[src/rtl/write_ptr_gen_if.sv]
// Write-pointer generator bus: producer request, full flag from the controller,
// read-domain Gray pointer in, and the write-domain pointers/enables out.
interface write_ptr_gen_if #(
  parameter int unsigned ADDR_WIDTH = 3
);
  logic                  w_request_in;
  logic                  ctrl_full_in;
  logic [ADDR_WIDTH-1:0] r_gray_in;
  logic                  w_en_out;
  logic [ADDR_WIDTH-1:0] w_ptr_out;
  logic [ADDR_WIDTH-1:0] w_gray_out;
  logic [ADDR_WIDTH-1:0] r_ptr_sync_out;
  logic                  w_overflow_out;

  modport master (
    output w_request_in, ctrl_full_in, r_gray_in,
    input  w_en_out, w_ptr_out, w_gray_out, r_ptr_sync_out, w_overflow_out
  );

  modport slave (
    input  w_request_in, ctrl_full_in, r_gray_in,
    output w_en_out, w_ptr_out, w_gray_out, r_ptr_sync_out, w_overflow_out
  );
endinterface

[src/rtl/write_ptr_gen.sv]
// Async-FIFO write-domain pointer generator: binary/Gray write pointer plus read-pointer
// synchronizer. Optional sticky overflow flag enabled by macro WPTR_OVERFLOW_FLAG_EN.
module write_ptr_gen #(
  parameter int unsigned ADDR_WIDTH  = 3,
  parameter int unsigned SYNC_STAGES = 2
) (
  input  logic             w_clk_in,
  input  logic             w_reset_n_in,
  write_ptr_gen_if.slave   bus
);

  logic                                   w_accept;
  logic [ADDR_WIDTH-1:0]                  r_ptr;
  logic [ADDR_WIDTH-1:0]                  r_gray;
  logic [ADDR_WIDTH-1:0]                  w_ptr_next;
  logic [ADDR_WIDTH-1:0]                  w_gray_next;
  logic [SYNC_STAGES-1:0][ADDR_WIDTH-1:0] r_sync;
  logic [ADDR_WIDTH-1:0]                  w_sync_last;
  logic [ADDR_WIDTH-1:0]                  w_sync_bin;

  // Writes are suppressed while reset is held so memory is never touched during reset.
  assign w_accept = bus.w_request_in & ~bus.ctrl_full_in & w_reset_n_in;

  always_comb begin
    w_ptr_next = r_ptr;
    if (w_accept) begin
      w_ptr_next = r_ptr + ADDR_WIDTH'(1);
    end
    w_gray_next = w_ptr_next ^ (w_ptr_next >> 1);
  end

  // Gray copy is registered from the next binary value so both flops switch together.
  always_ff @(posedge w_clk_in or negedge w_reset_n_in) begin
    if (!w_reset_n_in) begin
      r_ptr  <= '0;
      r_gray <= '0;
    end else begin
      r_ptr  <= w_ptr_next;
      r_gray <= w_gray_next;
    end
  end

  always_ff @(posedge w_clk_in or negedge w_reset_n_in) begin
    if (!w_reset_n_in) begin
      r_sync <= '0;
    end else begin
      r_sync <= {r_sync[SYNC_STAGES-2:0], bus.r_gray_in};
    end
  end

  assign w_sync_last = r_sync[SYNC_STAGES-1];

  // Binary bit i is the XOR of all Gray bits at or above i.
  always_comb begin
    w_sync_bin = '0;
    for (int i = 0; i < int'(ADDR_WIDTH); i++) begin
      w_sync_bin[i] = ^(w_sync_last >> i);
    end
  end

`ifdef WPTR_OVERFLOW_FLAG_EN
  logic r_overflow;

  always_ff @(posedge w_clk_in or negedge w_reset_n_in) begin
    if (!w_reset_n_in) begin
      r_overflow <= 1'b0;
    end else if (bus.w_request_in && bus.ctrl_full_in) begin
      r_overflow <= 1'b1;
    end
  end

  assign bus.w_overflow_out = r_overflow;
`else
  assign bus.w_overflow_out = 1'b0;
`endif

  assign bus.w_en_out       = w_accept;
  assign bus.w_ptr_out      = r_ptr;
  assign bus.w_gray_out     = r_gray;
  assign bus.r_ptr_sync_out = w_sync_bin;

endmodule

[src/flat_wrapper.sv]
// flat-port wrapper written by rule: the top's interface ports become plain ports
module write_ptr_gen_flat 
#(
  parameter int unsigned ADDR_WIDTH  = 3,
  parameter int unsigned SYNC_STAGES = 2
)
  (w_clk_in, w_reset_n_in, bus_w_request_in, bus_ctrl_full_in, bus_r_gray_in, bus_w_en_out, bus_w_ptr_out, bus_w_gray_out, bus_r_ptr_sync_out, bus_w_overflow_out);
  write_ptr_gen_if #(.ADDR_WIDTH(ADDR_WIDTH)) bus_i ();
  input  logic w_clk_in;
  input  logic w_reset_n_in;
  input wire logic [$bits(bus_i.w_request_in)-1:0] bus_w_request_in;
  input wire logic [$bits(bus_i.ctrl_full_in)-1:0] bus_ctrl_full_in;
  input wire logic [$bits(bus_i.r_gray_in)-1:0] bus_r_gray_in;
  output wire logic [$bits(bus_i.w_en_out)-1:0] bus_w_en_out;
  output wire logic [$bits(bus_i.w_ptr_out)-1:0] bus_w_ptr_out;
  output wire logic [$bits(bus_i.w_gray_out)-1:0] bus_w_gray_out;
  output wire logic [$bits(bus_i.r_ptr_sync_out)-1:0] bus_r_ptr_sync_out;
  output wire logic [$bits(bus_i.w_overflow_out)-1:0] bus_w_overflow_out;
  assign bus_i.w_request_in = bus_w_request_in;
  assign bus_i.ctrl_full_in = bus_ctrl_full_in;
  assign bus_i.r_gray_in = bus_r_gray_in;
  assign bus_w_en_out = bus_i.w_en_out;
  assign bus_w_ptr_out = bus_i.w_ptr_out;
  assign bus_w_gray_out = bus_i.w_gray_out;
  assign bus_r_ptr_sync_out = bus_i.r_ptr_sync_out;
  assign bus_w_overflow_out = bus_i.w_overflow_out;
  write_ptr_gen #(.ADDR_WIDTH(ADDR_WIDTH), .SYNC_STAGES(SYNC_STAGES)) u_core (.w_clk_in(w_clk_in), .w_reset_n_in(w_reset_n_in), .bus(bus_i));
endmodule
[config.mk]
export PLATFORM = sky130hd
export DESIGN_NAME = write_ptr_gen_flat
export DESIGN_NICKNAME = d
export VERILOG_FILES = /design/src/rtl/write_ptr_gen_if.sv /design/src/rtl/write_ptr_gen.sv /design/src/flat_wrapper.sv
export SDC_FILE = /design/constraint.sdc
export NUM_CORES = 1
export LEC_CHECK = 0
export CAP_MARGIN = 0
export CELL_PAD_IN_SITES_DETAIL_PLACEMENT = 0
export CELL_PAD_IN_SITES_GLOBAL_PLACEMENT = 1
export CORE_MARGIN = 2
export CORE_UTILIZATION = 32
export CTS_CLUSTER_DIAMETER = 150
export DETAILED_ROUTE_END_ITERATION = 7
export PLACE_DENSITY = 0.78
export SLEW_MARGIN = 20
export SYNTH_ARGS = -nofsm -noshare
export SYNTH_HDL_FRONTEND = slang
export SYNTH_SLANG_ARGS = --single-unit
export TNS_END_PERCENT = 5
[constraint.sdc]
create_clock -name w_clk_in -period 1.84 [get_ports w_clk_in]
set_input_delay 0.368 -clock w_clk_in [delete_from_list [all_inputs] [get_ports w_clk_in]]
set_output_delay 0.368 -clock w_clk_in [all_outputs]
set_load 0.005 [all_outputs]
Word-level counts from Yosys, hierarchy flattened
Index checks and enable logic that the tools add are counted.
W data, S select, Z words.

word-level totals
  input bits = 7
  register bits after elaboration = 12
  logic and storage cells = 13

operators by class
  bitwise logic cells = 4
  multiplexer cells = 1
  $add $sub $neg = 1
  reductions and logical operators = 3

operator list
  cell                   number
  $reduce_xor A3 Y1      3
  $add A3 B1 Y3 const B  1
  $mux W3                1
  $xor A3 B2 Y3          1
  $and A1 B1 Y1          2
  $not A1 Y1             1

Logic depth before layout (Yosys ltp)
  depth in word-level cells = 5
  depth in mapped cells = 4
  gate-level depth less buffers = 4

Worst setup path before layout
No wires, ideal clock.

  path kind = flip-flop to flip-flop
  start = register u_core.r_ptr[0] (netlist: u_core.bus.w_ptr_out[0])
  end = register u_core.r_gray[1] (netlist: u_core.bus.w_gray_out[1])
  arrival = 1.171 ns
  data required time = 1.760 ns
  cell stages (with the launch flop) = 5
  library setup time = 0.080 ns
  path slack = 0.589 ns
  path through = dfrtp_1 ha_1 xor2_1 mux2i_1 xnor2_1

between the ends
  word-level cells in the longest chain between the ends = 3

RTL lines
  element                    line                 RTL
  from (decl)                write_ptr_gen.sv:13  logic [ADDR_WIDTH-1:0] r_ptr;
  from (signal assigned)     write_ptr_gen.sv:38  r_ptr <= w_ptr_next;
  $add A3 B1 Y3              write_ptr_gen.sv:27  w_ptr_next = r_ptr + ADDR_WIDTH'(1);
  $mux W3                    write_ptr_gen.sv:26  if (w_accept) begin
  $xor A3 B2 Y3              write_ptr_gen.sv:29  w_gray_next = w_ptr_next ^ (w_ptr_next >> 1);
  via u_core.w_gray_next[1]  write_ptr_gen.sv:16  logic [ADDR_WIDTH-1:0] w_gray_next;
  to (signal assigned)       write_ptr_gen.sv:39  r_gray <= w_gray_next;
  to (decl)                  write_ptr_gen.sv:14  logic [ADDR_WIDTH-1:0] r_gray;

The timed path passes the listed nets, and every way through them passes these cells.

Final worst setup path
  start = register u_core.r_sync (netlist bit u_core.w_sync_last[2])
  end = output bus_r_ptr_sync_out[0]

between the ends
  word-level cells in the longest chain between the ends = 1

RTL lines
  element                 line                 RTL
  from (decl)             write_ptr_gen.sv:17  logic [SYNC_STAGES-1:0][ADDR_WIDTH-1:0] r_sync;
  from (signal assigned)  write_ptr_gen.sv:47  r_sync <= {r_sync[SYNC_STAGES-2:0], bus.r_gray_in};
  $reduce_xor A3 Y1       write_ptr_gen.sv:57  w_sync_bin[i] = ^(w_sync_last >> i);
  to (decl)               flat_wrapper.sv:17   output wire logic [$bits(bus_i.r_ptr_sync_out)-1:0] bus_r_ptr_sync_out;

Every way passes these cells.

==> flow_summary.json <==
{
  "status": "complete, no violations",
  "setup_viol": 0,
  "period_minus_slack_ns": 1.639,
  "fmax_mhz": 610.3,
  "hp-class": "primary input to asynchronous set/reset pin",
  "antenna_found_initial": 0,
  "synth.area.top_cells": "dfrtp_1 (63%), xnor2_1 (8.0%), xor2_1 (6.0%)",
  "postRouteAntennaNets": 0,
  "row_count": 13,
  "drt-wirelength-per-cell_um": 10.70,
  "cts-htree-levels": 1,
  "cts_tree": "yes",
  "final_util": 0.5044,
  "dp_cells": 62,
  "port_buffers": 16,
  "drc_errors": 0,
  "postSynthCellCount": 31,
  "worstSetupEndpointType": "output pin",
  "critPathArrivalTime_ns": 1.27,
  "synth_area_sq_um": 435.4,
  "synth_top_cell_area_share": 0.6322,
  "rsz0062_at_grt": "no",
  "ys_ff_latch": 11,
  "ys_async_sr_fraction": 1.000,
  "ys_seq_area_frac": 0.6322,
  "cts.sinks": 11,
  "clkLatencyLatePin_ns": 0.25,
  "die_w_um": 40.89,
  "vias_per_cell": 4.164,
  "dieArea_sq_um": 1672,
  "max-vdd-ir-drop_uv": 671.3,
  "wl_um": 717,
  "die_h_um": 40.89,
  "synth.distinct_cells": 12,
  "path_max_fanout": 2,
  "root_buffer": "clkbuf_4",
  "synth_common_cells": "dfrtp_1 (11), xnor2_1 (4), buf_4 (3), xor2_1 (3)",
  "grt_pass1_wl_mm": 1.076,
  "io_pins": 18,
  "layout-drive-gt1-share": 0.2115,
  "synth-edff-count": 0,
  "crit_type": "flop to output pin",
  "synthFlopType": "dfrtp_1",
  "vias": 279,
  "grt_max_degree": 12,
  "start_util": 0.3389,
  "nNetsFinal": 61,
  "yosys.area.top_type": "dfrtp_1",
  "path_clk_slew_ns": 0.07,
  "fin_crit_sh": 0.8905,
  "synthToLayoutAreaGrowth_pct": 48.85,
  "maxCapViolCount": 0,
  "clk_path_buf_depth": 2,
  "finalNonFillerCells": 67,
  "cts_buffers": 3,
  "setup.worst_path.start_class": "flop",
  "drt_first_pass_iters": 2,
  "gr-total-overflow": 0,
  "cp.required_ns": 1.47,
  "yosysMostFrequentCell": "dfrtp_1",
  "final_max_slew_viol_count": 0,
  "skew_ns": 0.0003029,
  "syn_avg_cell_area_sq_um": 14.05,
  "finalHoldViolations": 0,
  "ys_warn_count": 0,
  "drt_iter0_drc": 1,
  "grt_use_total": 0.1101,
  "grt_pass1_vias": 248,
  "leakage_nw": 0.3140,
  "core_area_sq_um": 1285,
  "syn-num-nets": 39,
  "gp_congestion": 0.6485,
  "power_density_nw_per_um2": 1324,
  "diodes": 0
}
==> sequential cells by signal (all words and copies together) (netlist names) <==
signal	count
u_core.bus.w_ptr_out	2
u_core.w_sync_last	3
u_core.bus.w_gray_out	3
u_core.r_sync	3
==> worst max-delay path, stage by stage, from the launching register on <==
cell and delay [ns]:
dfrtp_1 0.41, xor2_2 0.20, xor2_1 0.16, dlygate4sd2_1 0.25
==> metrics by stage <==
stage / total power (W) / TNS [ns] / hold slack, ns / area (sq um) / setup slack, ns
2_1_floorplan: 0.0005312 / 0 / 0.07241 / 435.4 / 0.5892
3_3_place_gp: 0.0006913 / -0.06339 / 0.3313 / 614.3 / -0.06339
3_5_place_dp: 0.0007115 / -0.07705 / 0.3373 / 614.3 / -0.07705
4_1_cts: 0.0008715 / 0 / 0.2344 / 648.1 / 0.2016
5_1_grt: 0.0009174 / 0 / 0.2491 / 648.1 / 0.1444
6_report: 0.0008583 / 0 / 0.2313 / 648.1 / 0.2015
==> path summary, 6_finish.rpt <==
path / start / endpoint / slack (ns) / cells after the start
max in group asynchronous: w_reset_n_in / u_core.w_sync_last[1]$_DFF_PN0_ / 1.46 / 2
worst max register to register: u_core.bus.w_ptr_out[0]$_DFF_PN0_ / u_core.bus.w_gray_out[1]$_DFF_PN0_ / 0.50 / 4
worst max-delay path: u_core.w_sync_last[2]$_DFF_PN0_ / bus_r_ptr_sync_out[0] / 0.20 / 3
worst min-delay path: w_reset_n_in / u_core.bus.w_gray_out[2]$_DFF_PN0_ / 0.23 / 2
worst min register to register: u_core.r_sync[0]$_DFF_PN0_ / u_core.w_sync_last[0]$_DFF_PN0_ / 0.35 / 0
min in group w_clk_in: u_core.r_sync[0]$_DFF_PN0_ / u_core.w_sync_last[0]$_DFF_PN0_ / 0.35 / 0
==> cell families after synthesis <==
family | share of synthesized area
AOI/OAI and AO/OA | 0.01148
xor gates and xnor gates | 0.1408
adders and majority gates | 0.02873
buffers and inverters | 0.06895
DFF | 0.6322
muxes | 0.04598
other | 0.008612
and+or+nand+nor | 0.06323
==> placed cells by master (no fill, tap or decap) <==
cell              n
dfrtp_1          11
clkdlybuf4s50_1  11
xnor2_1           4
ha_1              1
xor2_1            2
buf_4             5
mux2i_1           2
xor2_2            1
inv_1             1
clkbuf_4          3
clkbuf_1          1
o21ai_0           1
dlygate4sd2_1     4
nand3b_4          1
nand2_1           2
inv_2             1
conb_1            1
==> power by group <==
group          total (W)  internal (W)  switching [W]
clock           0.000157     0.0000836      0.0000737
combinational   0.000343      0.000222       0.000121
sequential      0.000358      0.000306      0.0000517
==> layout make-up <==
| cell class | count | area (sq um) |
|---|---|---|
| inverters | 2 | 7.507 |
| repair buffers | 20 | 182.7 |
| well taps | 15 | 18.77 |
| fillers | 119 | 636.9 |
| clock buffers | 4 | 26.28 |
| multi-input cells | 15 | 137.6 |
| flip-flops and latches | 11 | 275.3 |
==> layer usage <==
layer,vias to the layer above,wire length (um),track usage
li1,133,-,-
met1,134,275,0.1354
met2,10,383,0.1523
met3,2,50,0.03261
met4,0,8,0.1000
met5,-,0,0
==> timing repair <==
item	4_1_cts	5_1_grt
endpoints found under the setup margin	2	0
gates resized for setup	6	0
hold buffers	0	0
setup buffers	1	0
No activity file was read; power rests on OpenSTA's default activity.
